==> src/rtl/uart_alu_frame_ctrl.sv <==
// uart_alu_frame_ctrl
//
// Byte-level command controller sitting between a UART receiver/transmitter
// pair and a combinational ALU. It assembles a frame of one opcode byte
// followed by NBY bytes of operand A and NBY bytes of operand B (LSB first),
// presents the registered operands and opcode to the ALU, captures the
// result, and sends it back as NBY bytes (LSB first). An unsupported opcode
// is answered with the single byte ERR_CODE.
//
// Optional feature: define the macro RX_TIMEOUT_EN to drop a partial frame
// after TIMEOUT_CYCLES clocks without a received byte. Without the macro,
// partial frames wait indefinitely and no counter logic is built.
//
// Ports:
//   i_clock         system clock
//   i_reset         synchronous, active-high reset
//   i_rx_data       received byte, valid while i_rx_done_tick is high
//   i_rx_done_tick  one-cycle strobe per received byte
//   o_tx_data       byte to transmit, stable from o_tx_start to i_tx_done_tick
//   o_tx_start      one-cycle request to start transmitting o_tx_data
//   i_tx_done_tick  one-cycle strobe when the transmitter finishes a byte
//   o_data_a        registered operand A to the ALU
//   o_data_b        registered operand B to the ALU
//   o_operation     registered opcode to the ALU
//   i_result        combinational ALU result
//   o_busy          high whenever the controller is not idle
//   o_error         one-cycle pulse on invalid opcode, dropped byte or timeout

module uart_alu_frame_ctrl #(
  parameter int                 NB_DATA        = 8,
  parameter int                 NB_OP          = 6,
  parameter int                 NB_BYTE        = 8,
  parameter logic [NB_BYTE-1:0] ERR_CODE       = 8'hEE,
  parameter int                 TIMEOUT_CYCLES = 100000
) (
  input  logic               i_clock,
  input  logic               i_reset,
  input  logic [NB_BYTE-1:0] i_rx_data,
  input  logic               i_rx_done_tick,
  output logic [NB_BYTE-1:0] o_tx_data,
  output logic               o_tx_start,
  input  logic               i_tx_done_tick,
  output logic [NB_DATA-1:0] o_data_a,
  output logic [NB_DATA-1:0] o_data_b,
  output logic [NB_OP-1:0]   o_operation,
  input  logic [NB_DATA-1:0] i_result,
  output logic               o_busy,
  output logic               o_error
);

  localparam int         NBY      = NB_DATA / NB_BYTE;
  localparam logic [2:0] LAST_IDX = 3'(NBY - 1);

  // Elaboration-time guards on the parameter ranges this controller supports.
  if ((NB_DATA % 8) != 0 || NB_DATA < 8 || NB_DATA > 32) begin : g_bad_nb_data
    $error("NB_DATA must be a multiple of 8 in the range 8..32");
  end
  if (NB_OP > NB_BYTE) begin : g_bad_nb_op
    $error("NB_OP must not exceed the byte width");
  end
  if (TIMEOUT_CYCLES < 1) begin : g_bad_timeout
    $error("TIMEOUT_CYCLES must be at least 1");
  end

  // S_ERR_WAIT holds the error byte on the line until the transmitter is done.
  typedef enum logic [2:0] {
    S_IDLE, S_RX_A, S_RX_B, S_EXEC, S_TX_LOAD, S_TX_WAIT, S_ERR, S_ERR_WAIT
  } state_t;

  state_t             state, next_state;
  logic [2:0]         cnt;
  logic [NB_DATA-1:0] operand_sr, operand_ins, result_sr;
  logic               op_valid, cnt_last, rx_discard, timeout;

  // The upper bits above NB_OP must be zero, so compare the whole byte.
  function automatic logic is_valid_op(input logic [NB_BYTE-1:0] b);
    case (b)
      NB_BYTE'(6'b100000), NB_BYTE'(6'b100010), NB_BYTE'(6'b100100),
      NB_BYTE'(6'b100101), NB_BYTE'(6'b100110), NB_BYTE'(6'b100111),
      NB_BYTE'(6'b000011), NB_BYTE'(6'b000010): return 1'b1;
      default:                                  return 1'b0;
    endcase
  endfunction

  assign op_valid   = is_valid_op(i_rx_data);
  assign cnt_last   = (cnt == LAST_IDX);
  assign rx_discard = i_rx_done_tick &&
                      (state inside {S_EXEC, S_TX_LOAD, S_TX_WAIT, S_ERR, S_ERR_WAIT});

  // Operand register with the incoming byte dropped into slot cnt, so the
  // final byte can be written straight into o_data_a/o_data_b on its edge.
  always_comb begin
    operand_ins = operand_sr;
    for (int k = 0; k < NBY; k++) begin
      if (cnt == 3'(k)) operand_ins[k*NB_BYTE +: NB_BYTE] = i_rx_data;
    end
  end

`ifdef RX_TIMEOUT_EN
  localparam int TW = $clog2(TIMEOUT_CYCLES + 1);
  logic [TW-1:0] idle_cnt;

  // Counts clocks without a received byte while a frame is partially collected.
  always_ff @(posedge i_clock) begin
    if (i_reset) idle_cnt <= '0;
    else if ((state == S_RX_A || state == S_RX_B) && !i_rx_done_tick && !timeout)
      idle_cnt <= idle_cnt + 1'b1;
    else idle_cnt <= '0;
  end

  // A byte arriving on the expiry cycle still counts, so it wins over timeout.
  assign timeout = (state == S_RX_A || state == S_RX_B) && !i_rx_done_tick &&
                   (idle_cnt == TW'(TIMEOUT_CYCLES - 1));
`else
  assign timeout = 1'b0;
`endif

  // State register.
  always_ff @(posedge i_clock) begin
    if (i_reset) state <= S_IDLE;
    else         state <= next_state;
  end

  // Next-state logic.
  always_comb begin
    next_state = state;
    case (state)
      S_IDLE:     if (i_rx_done_tick) next_state = op_valid ? S_RX_A : S_ERR;
      S_RX_A:     if (timeout) next_state = S_IDLE;
                  else if (i_rx_done_tick && cnt_last) next_state = S_RX_B;
      S_RX_B:     if (timeout) next_state = S_IDLE;
                  else if (i_rx_done_tick && cnt_last) next_state = S_EXEC;
      S_EXEC:     next_state = S_TX_LOAD;
      S_TX_LOAD:  next_state = S_TX_WAIT;
      S_TX_WAIT:  if (i_tx_done_tick) next_state = cnt_last ? S_IDLE : S_TX_LOAD;
      S_ERR:      next_state = S_ERR_WAIT;
      S_ERR_WAIT: if (i_tx_done_tick) next_state = S_IDLE;
      default:    next_state = S_IDLE;
    endcase
  end

  // Moore outputs: a start request is raised only in the two load states,
  // which are always followed by a wait for the transmitter.
  always_comb begin
    o_tx_start = (state == S_TX_LOAD) || (state == S_ERR);
    o_busy     = (state != S_IDLE);
  end

  // Datapath: byte collection, operand/opcode registers, result serialiser.
  // o_tx_data is loaded on the edge entering a load state so it is already
  // valid while o_tx_start is high.
  always_ff @(posedge i_clock) begin
    if (i_reset) begin
      cnt         <= '0;
      operand_sr  <= '0;
      result_sr   <= '0;
      o_data_a    <= '0;
      o_data_b    <= '0;
      o_operation <= '0;
      o_tx_data   <= '0;
      o_error     <= 1'b0;
    end else begin
      o_error <= 1'b0;
      case (state)
        S_IDLE: begin
          if (i_rx_done_tick) begin
            cnt        <= '0;
            operand_sr <= '0;
            if (op_valid) begin
              o_operation <= i_rx_data[NB_OP-1:0];
            end else begin
              o_error   <= 1'b1;
              o_tx_data <= ERR_CODE;
            end
          end
        end
        S_RX_A, S_RX_B: begin
          if (timeout) begin
            o_error    <= 1'b1;
            cnt        <= '0;
            operand_sr <= '0;
          end else if (i_rx_done_tick) begin
            if (cnt_last) begin
              cnt        <= '0;
              operand_sr <= '0;
              if (state == S_RX_A) o_data_a <= operand_ins;
              else                 o_data_b <= operand_ins;
            end else begin
              cnt        <= cnt + 1'b1;
              operand_sr <= operand_ins;
            end
          end
        end
        S_EXEC: begin
          o_tx_data <= i_result[NB_BYTE-1:0];
          result_sr <= i_result >> NB_BYTE;
          cnt       <= '0;
        end
        S_TX_WAIT: begin
          if (i_tx_done_tick && !cnt_last) begin
            o_tx_data <= result_sr[NB_BYTE-1:0];
            result_sr <= result_sr >> NB_BYTE;
            cnt       <= cnt + 1'b1;
          end
        end
        default: ;
      endcase
      if (rx_discard) o_error <= 1'b1;
    end
  end

endmodule

==> config.mk <==
export PLATFORM = sky130hd
export DESIGN_NAME = uart_alu_frame_ctrl
export DESIGN_NICKNAME = d
export VERILOG_FILES = /design/src/rtl/uart_alu_frame_ctrl.sv
export SDC_FILE = /design/constraint.sdc
export NUM_CORES = 1
export LEC_CHECK = 0
export BUFFER_PORTS_ARGS = -buffer_cell sky130_fd_sc_hd__buf_2
export CAP_MARGIN = 20
export CORE_ASPECT_RATIO = 0.5
export CORE_MARGIN = 2
export CORE_UTILIZATION = 53
export CTS_BUF_LIST = sky130_fd_sc_hd__clkbuf_8
export CTS_CLUSTER_DIAMETER = 80
export DETAILED_ROUTE_END_ITERATION = 7
export PLACE_DENSITY = 0.81
export SLEW_MARGIN = 25
export SYNTH_ARGS = -nofsm -noshare
export SYNTH_HDL_FRONTEND = slang
export SYNTH_SLANG_ARGS = --single-unit
==> constraint.sdc <==
create_clock -name i_clock -period 2.4 [get_ports i_clock]
set_input_delay 0.48 -clock i_clock [delete_from_list [all_inputs] [get_ports i_clock]]
set_output_delay 0.48 -clock i_clock [all_outputs]
set_load 0.03 [all_outputs]
# Word level (Yosys, flattened, before mapping)
# Index checks and enable logic that the tools add are counted.
[classes]
n_addsub = 1
n_eq_ne = 23
muxes = 29
bitwise_logic = 1
reduce_logical = 23
[ops]
columns = ["op", "count"]
rows = [
  ["2-to-1 mux 8 bit", 8],
  ["equality test 8 x 6 -> 1 bit, second input constant", 6],
  ["2-to-1 mux 3 bit", 11],
  ["case mux 8 bit (2 select lines)", 2],
  ["case mux 3 bit (8 select lines)", 1],
  ["case mux 8 bit (3 select lines)", 1],
  ["equality test 8 x 2 -> 1 bit, second input constant", 2],
  ["AND reduction 4 bit", 4],
  ["inequality test 2 bit, second input constant", 7],
  ["equality test 3 bit, second input constant", 4],
  ["case mux 3 bit (4 select lines)", 1],
  ["OR reduction 8 bit", 1],
  ["equality test 3 x 2 -> 1 bit, second input constant", 2],
  ["zero test 3 bit", 2],
  ["AND reduction 3 bit", 2],
  ["nonzero test 3 bit", 2],
  ["2-to-1 mux 1 bit", 5],
  ["AND reduction 5 bit", 1],
  ["nonzero test 5 bit", 1],
  ["nonzero test 2 bit", 2],
  ["nonzero test 4 bit", 1],
  ["adder 3 x 1 -> 3 bit, second input constant", 1],
  ["equality test 3 x 1 -> 1 bit, second input constant", 1],
  ["logical AND 1 bit", 3],
  ["other kinds (6)", 6],
]
[totals]
regBits = 53
inputBits = 20
output_inout_bits = 33

# Depth between registers and ports, before layout
# Gate-level depths: netlist of the first run.
[depth]
word_depth = 7
depth_mapped = 8
mapped_depth_nobuf = 6

# Least setup slack after synthesis of the first run
# No wires, ideal clock.
[synth_timing]
path_kind = "register to register"
from = "register cnt[0]"
to = "register cnt[2]"
arrival_ns = 1.687
required_time_ns = 2.320
setup_slack_ns = 0.634
path_stages_with_launch = 8
path_buffers = 1
cell_sequence = "dfxtp_1 inv_1 ha_1 nor2b_1 buf_6 or4_4 a21o_1 a211oi_2"
[synth_via]
elab_chain_cells = 5
word_cells_on_any_way = 10
cone_classes = "add/sub (1); eq/ne (1); mux (4); reduce/logical (4)"
[synth_lines]
columns = ["item", "line_no", "source"]
rows = [
  ["start: declaration", "71", "logic [2:0] cnt;"],
  ["start signal: assignment", "189", "cnt <= cnt + 1'b1;"],
  ["start signal: assignment", "203", "cnt <= cnt + 1'b1;"],
  ["branches (longest 5 deep; another with adder 3 x 1 -> 3 bit)", "n/a", ""],
]
# Several ways; the timed one is not identified. The select of a mux whose other input is x is not followed.
# A chain may end at the register's enable or synchronous reset.

# Worst setup path in the final report of the first run
[layout_timing]
from = "register cnt[0]"
to = "register o_tx_data[7]"
[layout_via]
elab_chain_cells = 5
[layout_lines]
columns = ["item", "line_no", "source"]
rows = [
  ["zero test 3 bit", "86", "assign cnt_last = (cnt == LAST_IDX);"],
  ["zero test 1 bit", "200", "if (i_tx_done_tick && !cnt_last) begin"],
  ["logical AND 1 bit", "200", ""],
  ["inequality test 2 x 1 -> 1 bit (no source line)", "n/a", ""],
  ["AND reduction 4 bit (no source line)", "n/a", ""],
  ["end signal: assignment", "195", "o_tx_data <= i_result[NB_BYTE-1:0];"],
  ["end signal: assignment", "201", "o_tx_data <= result_sr[NB_BYTE-1:0];"],
  ["end: declaration", "40", "output logic [NB_BYTE-1:0] o_tx_data,"],
]
# Every way passes these cells.

==> results of run 1 <==
[power by group through the flow]
stage	clock network [mW]	logic [mW]	registers [mW]
after global placement	0	0.970	1.03
final	0.565	1.00	1.02
after floorplan	0	0.646	1.17
after CTS	0.575	1.00	1.02
after detailed placement	0	0.994	1.03
after global routing	0.608	1.09	1.04
[state kept, by name, indices dropped and copies added, names as in the netlist]
signal,flops
cnt,3
o_operation,6
state,3
o_data_b,8
o_error,1
o_data_a,8
operand_sr,8
o_tx_data,8
[placed cells by master (no fill, tap or decap), types with 2 or more instances in the layout]
master / synthesis / final
o211ai_1: 2 / 2
nand3_1: 4 / 4
buf_4: 1 / 5
dfxtp_1: 45 / 45
and2_1: 8 / 8
nor3b_1: 3 / 3
a211oi_2: 3 / 3
buf_2: 3 / 52
a21oi_1: 4 / 4
mux2i_1: 12 / 12
a41o_1: 2 / 2
a211oi_1: 16 / 16
inv_1: 5 / 6
o21ai_0: 3 / 3
nor3_1: 3 / 3
nand2_1: 5 / 5
nor2b_1: 5 / 5
and3_1: 2 / 2
o221a_2: 6 / 6
nand2b_1: 2 / 2
clkbuf_8: 0 / 5
nor4_4: 2 / 2
nor2_1: 21 / 21
ha_1: 2 / 2
nand3b_1: 2 / 2
[area by class of cell]
cell class	count	area share (%)
Sequential cell	45	38.6
Tap cell	51	2.73
Timing Repair Buffer	57	12.8
Inverter	6	0.965
Clock buffer	5	2.95
Clock inverter	3	1.82
Multi-Input combinational cell	125	40.2
[tightest hold or removal path: stages]
cell and delay, ns:
buf_2 0.10, mux2i_1 0.06, nor2_1 0.07
[how the worst max path moves through the flow]
stage	endpoint	cells past startpoint	from	slack, ns
after floorplan	cnt[2]	7	cnt[0]	0.63
after global placement	o_tx_data[1]	6	cnt[0]	0.50
after detailed placement	o_tx_data[6]	6	cnt[0]	0.41
after CTS	o_tx_data[6]	6	cnt[0]	0.40
after global routing	o_tx_data[6]	6	cnt[0]	0.24
final	o_tx_data[7]	6	cnt[0]	0.35
[synth_stat cells, types with 2 or more instances]
| master | n | area share (%) |
|---|---|---|
| inv_1 | 5 | 0.97 |
| o211ai_1 | 2 | 0.77 |
| nand2_1 | 5 | 0.97 |
| and2_1 | 8 | 2.6 |
| ha_1 | 2 | 1.3 |
| a211oi_2 | 3 | 1.9 |
| nor3b_1 | 3 | 1.2 |
| nand3_1 | 4 | 1.0 |
| nand3b_1 | 2 | 0.77 |
| dfxtp_1 | 45 | 46 |
| o221a_2 | 6 | 3.5 |
| nor4_4 | 2 | 2.2 |
| and3_1 | 2 | 0.64 |
| buf_2 | 3 | 0.77 |
| mux2i_1 | 12 | 6.2 |
| a41o_1 | 2 | 1.0 |
| buf_6 | 4 | 2.3 |
| a211oi_1 | 16 | 6.2 |
| nor2_1 | 21 | 4.1 |
| o21ai_0 | 3 | 0.77 |
| nand2b_1 | 2 | 0.64 |
| nor2b_1 | 5 | 1.6 |
| nor3_1 | 3 | 0.77 |
| clkbuf_1 | 3 | 0.58 |
| a21oi_1 | 4 | 1.0 |
[logic make-up after synthesis]
family          Yosys count  synth area share (%)
buf+inv                  17                  5.22
compound gates           48                  20.8
fa+ha+maj                 3                  1.81
mux                      12                  6.19
simple gates             62                  19.5
flops                    45                  46.4
[metal layers]
metal	routed length, µm	vias up	global-route usage (%)
met2	1930	59	37.2
li1	-	794	-
met1	1950	744	25.8
met5	0	-	0
met4	71	0	9.25
met3	309	11	7.56
==> impl_metrics.json, run 1 <==
{
  "status": "finished, final reports clean",
  "multi_input_area_um2": 938,
  "synth-edff-count": 0,
  "min_path_type": "primary input to flip-flop",
  "critPathMaxStageDelay_ns": 0.57,
  "yosysWarnings": 0,
  "drive_above_1_share_pct": 34.4,
  "core_um2": 3470,
  "dieWidth_um": 89.6,
  "wl_um": 4260,
  "min_from": "i_rx_data[2]",
  "p_per_area_nw_per_um2": 1110,
  "internal_power_mw": 1.55,
  "p_total_mw": 2.59,
  "rows": 15,
  "syn_avg_cell_area_um2": 10.4,
  "skew_ns": 0.0102,
  "synthCells": 187,
  "wire_per_inst_um": 14.6,
  "ys_seq_area_share_pct": 46.4,
  "setup_ws_ns": 0.351,
  "insertion_delay_ns": 0.30,
  "synth.distinct_cells": 45,
  "cpLargestDelayFamily": "compound AO/OA/AOI/OAI gates",
  "grt_setup_unrepaired": "no",
  "nets": 262,
  "slowest_stage": "nor2b_1",
  "netlist_area_um2": 1940,
  "p_leak_nw": 1.03,
  "numClockSinks": 45,
  "drv_cap": 0,
  "grt_pass1_vias": 1486,
  "post-route-drc-count": 0,
  "nFillCells": 284,
  "arrival_ns": 2.24,
  "fin_hold_ws_ns": 0.449,
  "stdcell_count": 292,
  "finalCritPeriodShare_pct": 85.4,
  "required_ns": 2.59,
  "end_kind": "flip-flop",
  "vias_per_cell": 5.51,
  "first_pass_iters": 4,
  "fp.dieH_um": 46.8,
  "synth-seq-cells": 45,
  "start_kind": "flip-flop",
  "htree_levels": 2,
  "worst_hold_path.num_cells": 3,
  "preCtsSetupSlack_ns": 0.411,
  "comb_power_share_pct": 38.7,
  "place_congestion": 0.844,
  "r2r-end": "o_tx_data[7]",
  "cts_root_buf": "clkbuf_8",
  "antenna_found_initial": 0,
  "async_flop_share_pct": 0,
  "via_count": 1608,
  "initial_core_util_pct": 55.9,
  "maxSlewHeadroom_pct": 54.1,
  "cts_setup_buffers": 0,
  "r2r_cells": 6,
  "placed_cells": 284,
  "peakVddDrop_mv": 0.519,
  "swShare_pct": 40.2,
  "drt-initial-drc-count": 77,
  "port_buffers": 52,
  "finalInstanceArea_um2": 2330,
  "path_buf_inv": 1,
  "p_sw_mw": 1.04,
  "overflow": 0,
  "grt_max_degree": 20,
  "cts_hold_buf": 0,
  "cp_cell_sequence": "inv_1 > ha_1 > nor2b_1 > o31ai_1 > a21o_2 > o221a_2",
  "postPlaceCellArea_um2": 2220,
  "area_delta_synth_final_pct": 20.3,
  "place_hpwl_um": 3180,
  "max-clock-path-buffers": 2,
  "clk_pin_slew_worst_paths_ns": 0.09,
  "crit_fanout": 8,
  "worstSetupPathType": "flip-flop to flip-flop",
  "grt_pass1_wl_um": 6740,
  "max_freq_mhz": 488,
  "setup_viol": 0,
  "io_pins": 53,
  "syn_nets": 209,
  "grt.total_usage_pct": 21.8,
  "fin_crit_ns": 2.05,
  "final-hold-violation-count": 0,
  "ff2ff_setup_slack_ns": 0.35,
  "cts_tree": "yes",
  "utilization_pct": 67.2,
  "timing.rr.start": "cnt[0]",
  "setup_tns_ns": 0,
  "power_frac_seq_pct": 39.5,
  "antennaDiodeCount": 0,
  "synth-main-ff-cell": "dfxtp_1",
  "ant_nets": 0,
  "cts_made_buffers": 5,
  "pwr-share-clk_pct": 21.8,
  "fp.dieArea_um2": 4190,
  "tightestPinTransition_ns": 0.687,
  "finalMaxSlewViolations": 0,
  "final-seq-area_um2": 901,
  "ctsResizeCount": 0,
  "hold_end": "o_operation[2]"
}
(Power assumes the default switching activity.)
==> run 2: changes to the inputs <==
CORE_ASPECT_RATIO = 0.6   (was 0.5)
CORE_UTILIZATION = 32   (was 53)
CTS_CLUSTER_SIZE = 20   (was unset)
PLACE_DENSITY = unset   (was 0.81)
==> run 2 against run 1 <==
Net effect:
- first-iteration DRC count down 5.2%
- worst hold slack worse by 0.0053 ns
- critical endpoint is now o_busy
- sequential share of layout area down 0.37 points
- highest routed layer unchanged
==> impl_metrics.json, run 2 (synthesized netlist as in run 1, its figures left out) <==
{
  "status": "finished, final reports clean",
  "vias_per_cell": 4.90,
  "worstSetupPathType": "flip-flop to output port",
  "min_from": "i_rx_done_tick",
  "fp.dieArea_um2": 6720,
  "rows": 21,
  "grt.total_usage_pct": 14.4,
  "grt_max_degree": 20,
  "cts_tree": "yes",
  "max-clock-path-buffers": 2,
  "io_pins": 53,
  "finalMaxSlewViolations": 0,
  "tightestPinTransition_ns": 0.627,
  "most-common-layout-cells": "buf_2 (52), dfxtp_1 (45), nor2_1 (21)",
  "wl_um": 4550,
  "cts_setup_buffers": 0,
  "timing.rr.start": "cnt[0]",
  "p_leak_nw": 1.02,
  "grt_setup_unrepaired": "no",
  "cts_root_buf": "clkbuf_8",
  "arrival_ns": 1.50,
  "first_pass_iters": 4,
  "skew_ns": 0.00599,
  "drv_cap": 0,
  "clk_pin_slew_worst_paths_ns": 0.08,
  "grt_pass1_wl_um": 7580,
  "core_um2": 5700,
  "hold_end": "o_error",
  "nets": 263,
  "area_delta_synth_final_pct": 21.5,
  "insertion_delay_ns": 0.30,
  "ctsResizeCount": 0,
  "min_path_type": "primary input to flip-flop",
  "setup_ws_ns": 0.420,
  "cp_cell_sequence": "buf_4 > or3_1 > buf_2",
  "crit_fanout": 9,
  "initial_core_util_pct": 34.0,
  "r2r_cells": 6,
  "r2r-end": "o_tx_data[7]",
  "dieWidth_um": 105,
  "start_kind": "flip-flop",
  "port_buffers": 52,
  "place_hpwl_um": 3450,
  "grt_pass1_vias": 1510,
  "ff2ff_setup_slack_ns": 0.46,
  "antenna_found_initial": 0,
  "setup_viol": 0,
  "ant_nets": 0,
  "cts_hold_buf": 0,
  "fin_crit_ns": 1.98,
  "final_common_cell": "buf_2",
  "place_congestion": 0.846,
  "slowest_stage": "dfxtp_1",
  "worst_hold_path.num_cells": 3,
  "overflow": 0,
  "end_kind": "output port",
  "setup_tns_ns": 0,
  "critPathMaxStageDelay_ns": 0.40,
  "drive_above_1_share_pct": 35.1,
  "finalCritPeriodShare_pct": 82.5,
  "cts_made_buffers": 5,
  "post-route-drc-count": 0,
  "maxSlewHeadroom_pct": 58.1,
  "wire_per_inst_um": 14.1,
  "via_count": 1577,
  "numClockSinks": 45,
  "drt-initial-drc-count": 73,
  "max_freq_mhz": 505,
  "fp.dieH_um": 64.3,
  "antennaDiodeCount": 0,
  "preCtsSetupSlack_ns": 0.442,
  "htree_levels": 2,
  "final-hold-violation-count": 0,
  "p_per_area_nw_per_um2": 1060,
  "peakVddDrop_mv": 0.315,
  "required_ns": 1.92
}
## run 2: cell types whose count changed in the layout (fill, tap and decap cells not counted), sizes merged
cell,before,now
clkinvlp,0,1
bufinv,1,0
buf,57,58
## run 2: worst max-delay path: cells and delay by family (launching register included)
| kind | cells | cell delay, ns |
|---|---|---|
| DFF | 1 | 0.40 |
| and+or+nand+nor | 1 | 0.40 |
| buffers and inverters | 2 | 0.41 |
## run 2: per-layer routing
| layer | track usage (%) | part of all wire, % | vias to the layer above |
|---|---|---|---|
| li1 | - | - | 793 |
| met1 | 20.8 | 54 | 742 |
| met2 | 20.1 | 41 | 35 |
| met3 | 3.67 | 4.4 | 7 |
| met4 | 6.08 | 1.4 | 0 |
| met5 | 0 | 0 | - |
## run 2: where the power goes
group / leakage [nW] / switching (mW) / internal [mW] / total (mW)
clock network: 0.0445 / 0.262 / 0.206 / 0.468
logic: 0.609 / 0.664 / 0.371 / 1.03
registers: 0.366 / 0.125 / 0.876 / 1.00
## run 2: worst max path at each step
stage | end | slack, ns | depth (start not counted) | start
after CTS | o_busy | 0.43 | 3 | state[1]
after floorplan | cnt[2] | 0.63 | 7 | cnt[0]
after global routing | o_tx_data[3] | 0.31 | 6 | cnt[0]
after global placement | o_tx_data[1] | 0.42 | 5 | i_rx_data[3]
after detailed placement | o_tx_data[1] | 0.44 | 5 | i_rx_data[3]
final | o_busy | 0.42 | 3 | state[1]
## run 2: per-stage QoR
| stage | power (mW) | hold slack [ns] | instances | util [%] | cell area, µm² |
|---|---|---|---|---|---|
| after CTS | 2.52 | 0.435 | 322 | 41.3 | 2360 |
| after detailed placement | 2.05 | 0.448 | 314 | 39.8 | 2270 |
| after global placement | 2.05 | 0.442 | 314 | 39.8 | 2270 |
| after floorplan | 1.81 | 0.429 | 187 | - | 1940 |
| after global routing | 2.66 | 0.448 | 322 | 41.3 | 2360 |
| final | 2.50 | 0.444 | 322 | 41.3 | 2360 |
## run 2: cell type report
| cell class | count | area (µm²) |
|---|---|---|
| tap | 80 | 100 |
| multi-input combinational | 125 | 938 |
| sequential | 45 | 901 |
| timing repair buffer | 58 | 305 |
| fill | 577 | 3340 |
| inverter | 6 | 22.5 |
| clock inverter | 3 | 21.3 |
| clock buffer | 5 | 68.8 |
==> run 3: changes to the inputs <==
ABC_AREA = 1   (was unset)
clock period = 1.8 ns   (was 2.4 ns; I/O delays follow)
==> run 3 against run 2 <==
Net effect:
- core utilization grew 0.73 points
- non-clock buffer count grew 5
- routed wire length grew 12%
- cell area grew 11%
- worst hold slack lost 0.12 ns
- highest routed layer unchanged
- critical path type is now flip-flop to flip-flop
- global-route usage grew 0.84 points
- via count grew 22%
- register-to-register slack lost 0.28 ns
- largest power group unchanged
==> impl_metrics.json, run 3 <==
{
  "most-common-layout-cells": "nand2_1 (56), buf_2 (52), dfxtp_1 (45)",
  "overflow": 0,
  "preCtsSetupSlack_ns": 0.140,
  "post-route-drc-count": 0,
  "via_count": 1930,
  "fp.dieH_um": 66.6,
  "start_kind": "flip-flop",
  "insertion_delay_ns": 0.29,
  "synth.area.top_cells": "dfxtp_1 (43%), nand2_1 (10%), a21oi_1 (7.2%)",
  "finalMaxSlewViolations": 0,
  "drv_cap": 0,
  "p_per_area_nw_per_um2": 1590,
  "grt_pass1_wl_um": 8450,
  "htree_levels": 2,
  "final_common_cell": "nand2_1",
  "nets": 354,
  "place_hpwl_um": 3860,
  "final-seq-area_um2": 901,
  "async_flop_share_pct": 0,
  "drt-initial-drc-count": 101,
  "stdcell_count": 417,
  "synth-main-ff-cell": "dfxtp_1",
  "multi_input_area_um2": 1040,
  "grt_setup_unrepaired": "no",
  "port_buffers": 52,
  "nFillCells": 663,
  "drive_above_1_share_pct": 30.3,
  "synth-edff-count": 0,
  "status": "finished, final reports clean",
  "initial_core_util_pct": 33.6,
  "synthCells": 271,
  "yosysWarnings": 0,
  "grt_max_degree": 20,
  "r2r_cells": 7,
  "required_ns": 1.98,
  "antenna_found_initial": 0,
  "ant_nets": 0,
  "final-hold-violation-count": 0,
  "vias_per_cell": 4.63,
  "numClockSinks": 45,
  "clk_pin_slew_worst_paths_ns": 0.08,
  "yosysTopAreaCellShare_pct": 43.1,
  "place_congestion": 0.814,
  "slowest_stage": "dfxtp_1",
  "cts_tree": "yes",
  "fp.dieArea_um2": 7220,
  "rows": 22,
  "crit_fanout": 8,
  "worstSetupPathType": "flip-flop to flip-flop",
  "synth.distinct_cells": 31,
  "critPathMaxStageDelay_ns": 0.52,
  "grt.total_usage_pct": 15.3,
  "io_pins": 53,
  "synth.top_cells.by_count": "nand2_1 (57), dfxtp_1 (45), nor2_1 (35)",
  "arrival_ns": 1.80,
  "finalCritPeriodShare_pct": 90.1,
  "first_pass_iters": 4,
  "dieWidth_um": 108,
  "peakVddDrop_mv": 0.586,
  "utilization_pct": 42.1,
  "end_kind": "flip-flop",
  "grt_pass1_vias": 1671,
  "fin_crit_ns": 1.62,
  "min_path_type": "primary input to flip-flop",
  "netlist_area_um2": 2090,
  "maxSlewHeadroom_pct": 71.2,
  "cts_made_buffers": 5,
  "syn_avg_cell_area_um2": 7.72,
  "setup_ws_ns": 0.178,
  "p_total_mw": 4.17,
  "worst_hold_path.num_cells": 3,
  "placed_cells": 404,
  "area_delta_synth_final_pct": 25.1,
  "antennaDiodeCount": 0,
  "max-clock-path-buffers": 2,
  "cts_hold_buf": 0,
  "ys_seq_area_share_pct": 43.1,
  "cp_cell_sequence": "inv_2 > o21ai_0 > nand3_1 > nor2_1 > nand2_1 > nand2_1 > nor2_1",
  "cts_root_buf": "clkbuf_8",
  "tightestPinTransition_ns": 0.432,
  "max_freq_mhz": 617,
  "wl_um": 5120,
  "setup_viol": 0,
  "syn_nets": 293,
  "skew_ns": 0.00572,
  "synth-seq-cells": 45,
  "setup_tns_ns": 0,
  "wire_per_inst_um": 12.3,
  "core_um2": 6220,
  "post-synth-top-count-cell": "nand2_1",
  "yosysTopAreaCell": "dfxtp_1",
  "p_leak_nw": 1.26
}
[run 3: report_power, final]
| part | leakage (nW) | switching (mW) | total, mW | internal, mW |
|---|---|---|---|---|
| clock network | 0.0626 | 0.326 | 0.773 | 0.447 |
| registers | 0.367 | 0.157 | 1.36 | 1.21 |
| logic | 0.832 | 1.38 | 2.03 | 0.652 |
[run 3: worst max-delay path: cells and delay by family, from the launching register on]
kind | cells | cell delay [ns]
buffers and inverters | 1 | 0.13
AO/OA/AOI/OAI | 1 | 0.33
flip-flops | 1 | 0.52
AND/OR/NAND/NOR | 5 | 0.52
[run 3: metrics by stage]
stage | area, µm² | hold slack (ns)
floorplan | 2090 | 0.416
global placement | 2440 | 0.426
detailed placement | 2440 | 0.426
CTS | 2560 | 0.319
global route | 2620 | 0.332
finish | 2620 | 0.324
[run 3: logic make-up (layout without fill, tap and decap cells)]
group                      Yosys count  count (layout)  synth area share (%)
xor gates and xnor gates             1               1                 0.419
and+or+nand+nor                    121             121                  29.2
AOI/OAI and AO/OA                   63              63                  16.3
muxes                                5               5                  2.39
DFF                                 45              45                  43.1
buffers and inverters               34              96                  7.42
adders and majority gates            2               2                  1.20
[run 3: what timing repair did]
action / CTS / global route
setup buffers: 0 / 5
endpoints found under the setup margin: 0 / 13
gates resized for setup: 0 / 2
[run 3: path summary, 6_finish.rpt]
check                           slack, ns        endpoint           from
worst max-delay path                 0.18          cnt[1]       state[0]
worst min-delay path                 0.32  o_operation[1]   i_rx_data[1]
worst max register to register       0.18          cnt[1]       state[0]
worst min register to register       0.44   operand_sr[1]  operand_sr[1]
[run 3: metal layers]
metal / track usage (%) / vias to the layer above / routed length (µm)
li1: - / 999 / -
met1: 23.5 / 850 / 2770
met2: 19.7 / 77 / 1850
met3: 4.60 / 4 / 462
met4: 4.33 / 0 / 37
met5: 0 / - / 0
[run 3: layout make-up]
type                    instances  share of cell area [%]
repair buffers                 63                    13.6
clock inverters                 2                    1.29
inverters                      25                    3.68
clock buffers                   6                    3.15
well taps                      84                    4.02
multi-input cells             192                    39.9
flip-flops and latches         45                    34.4
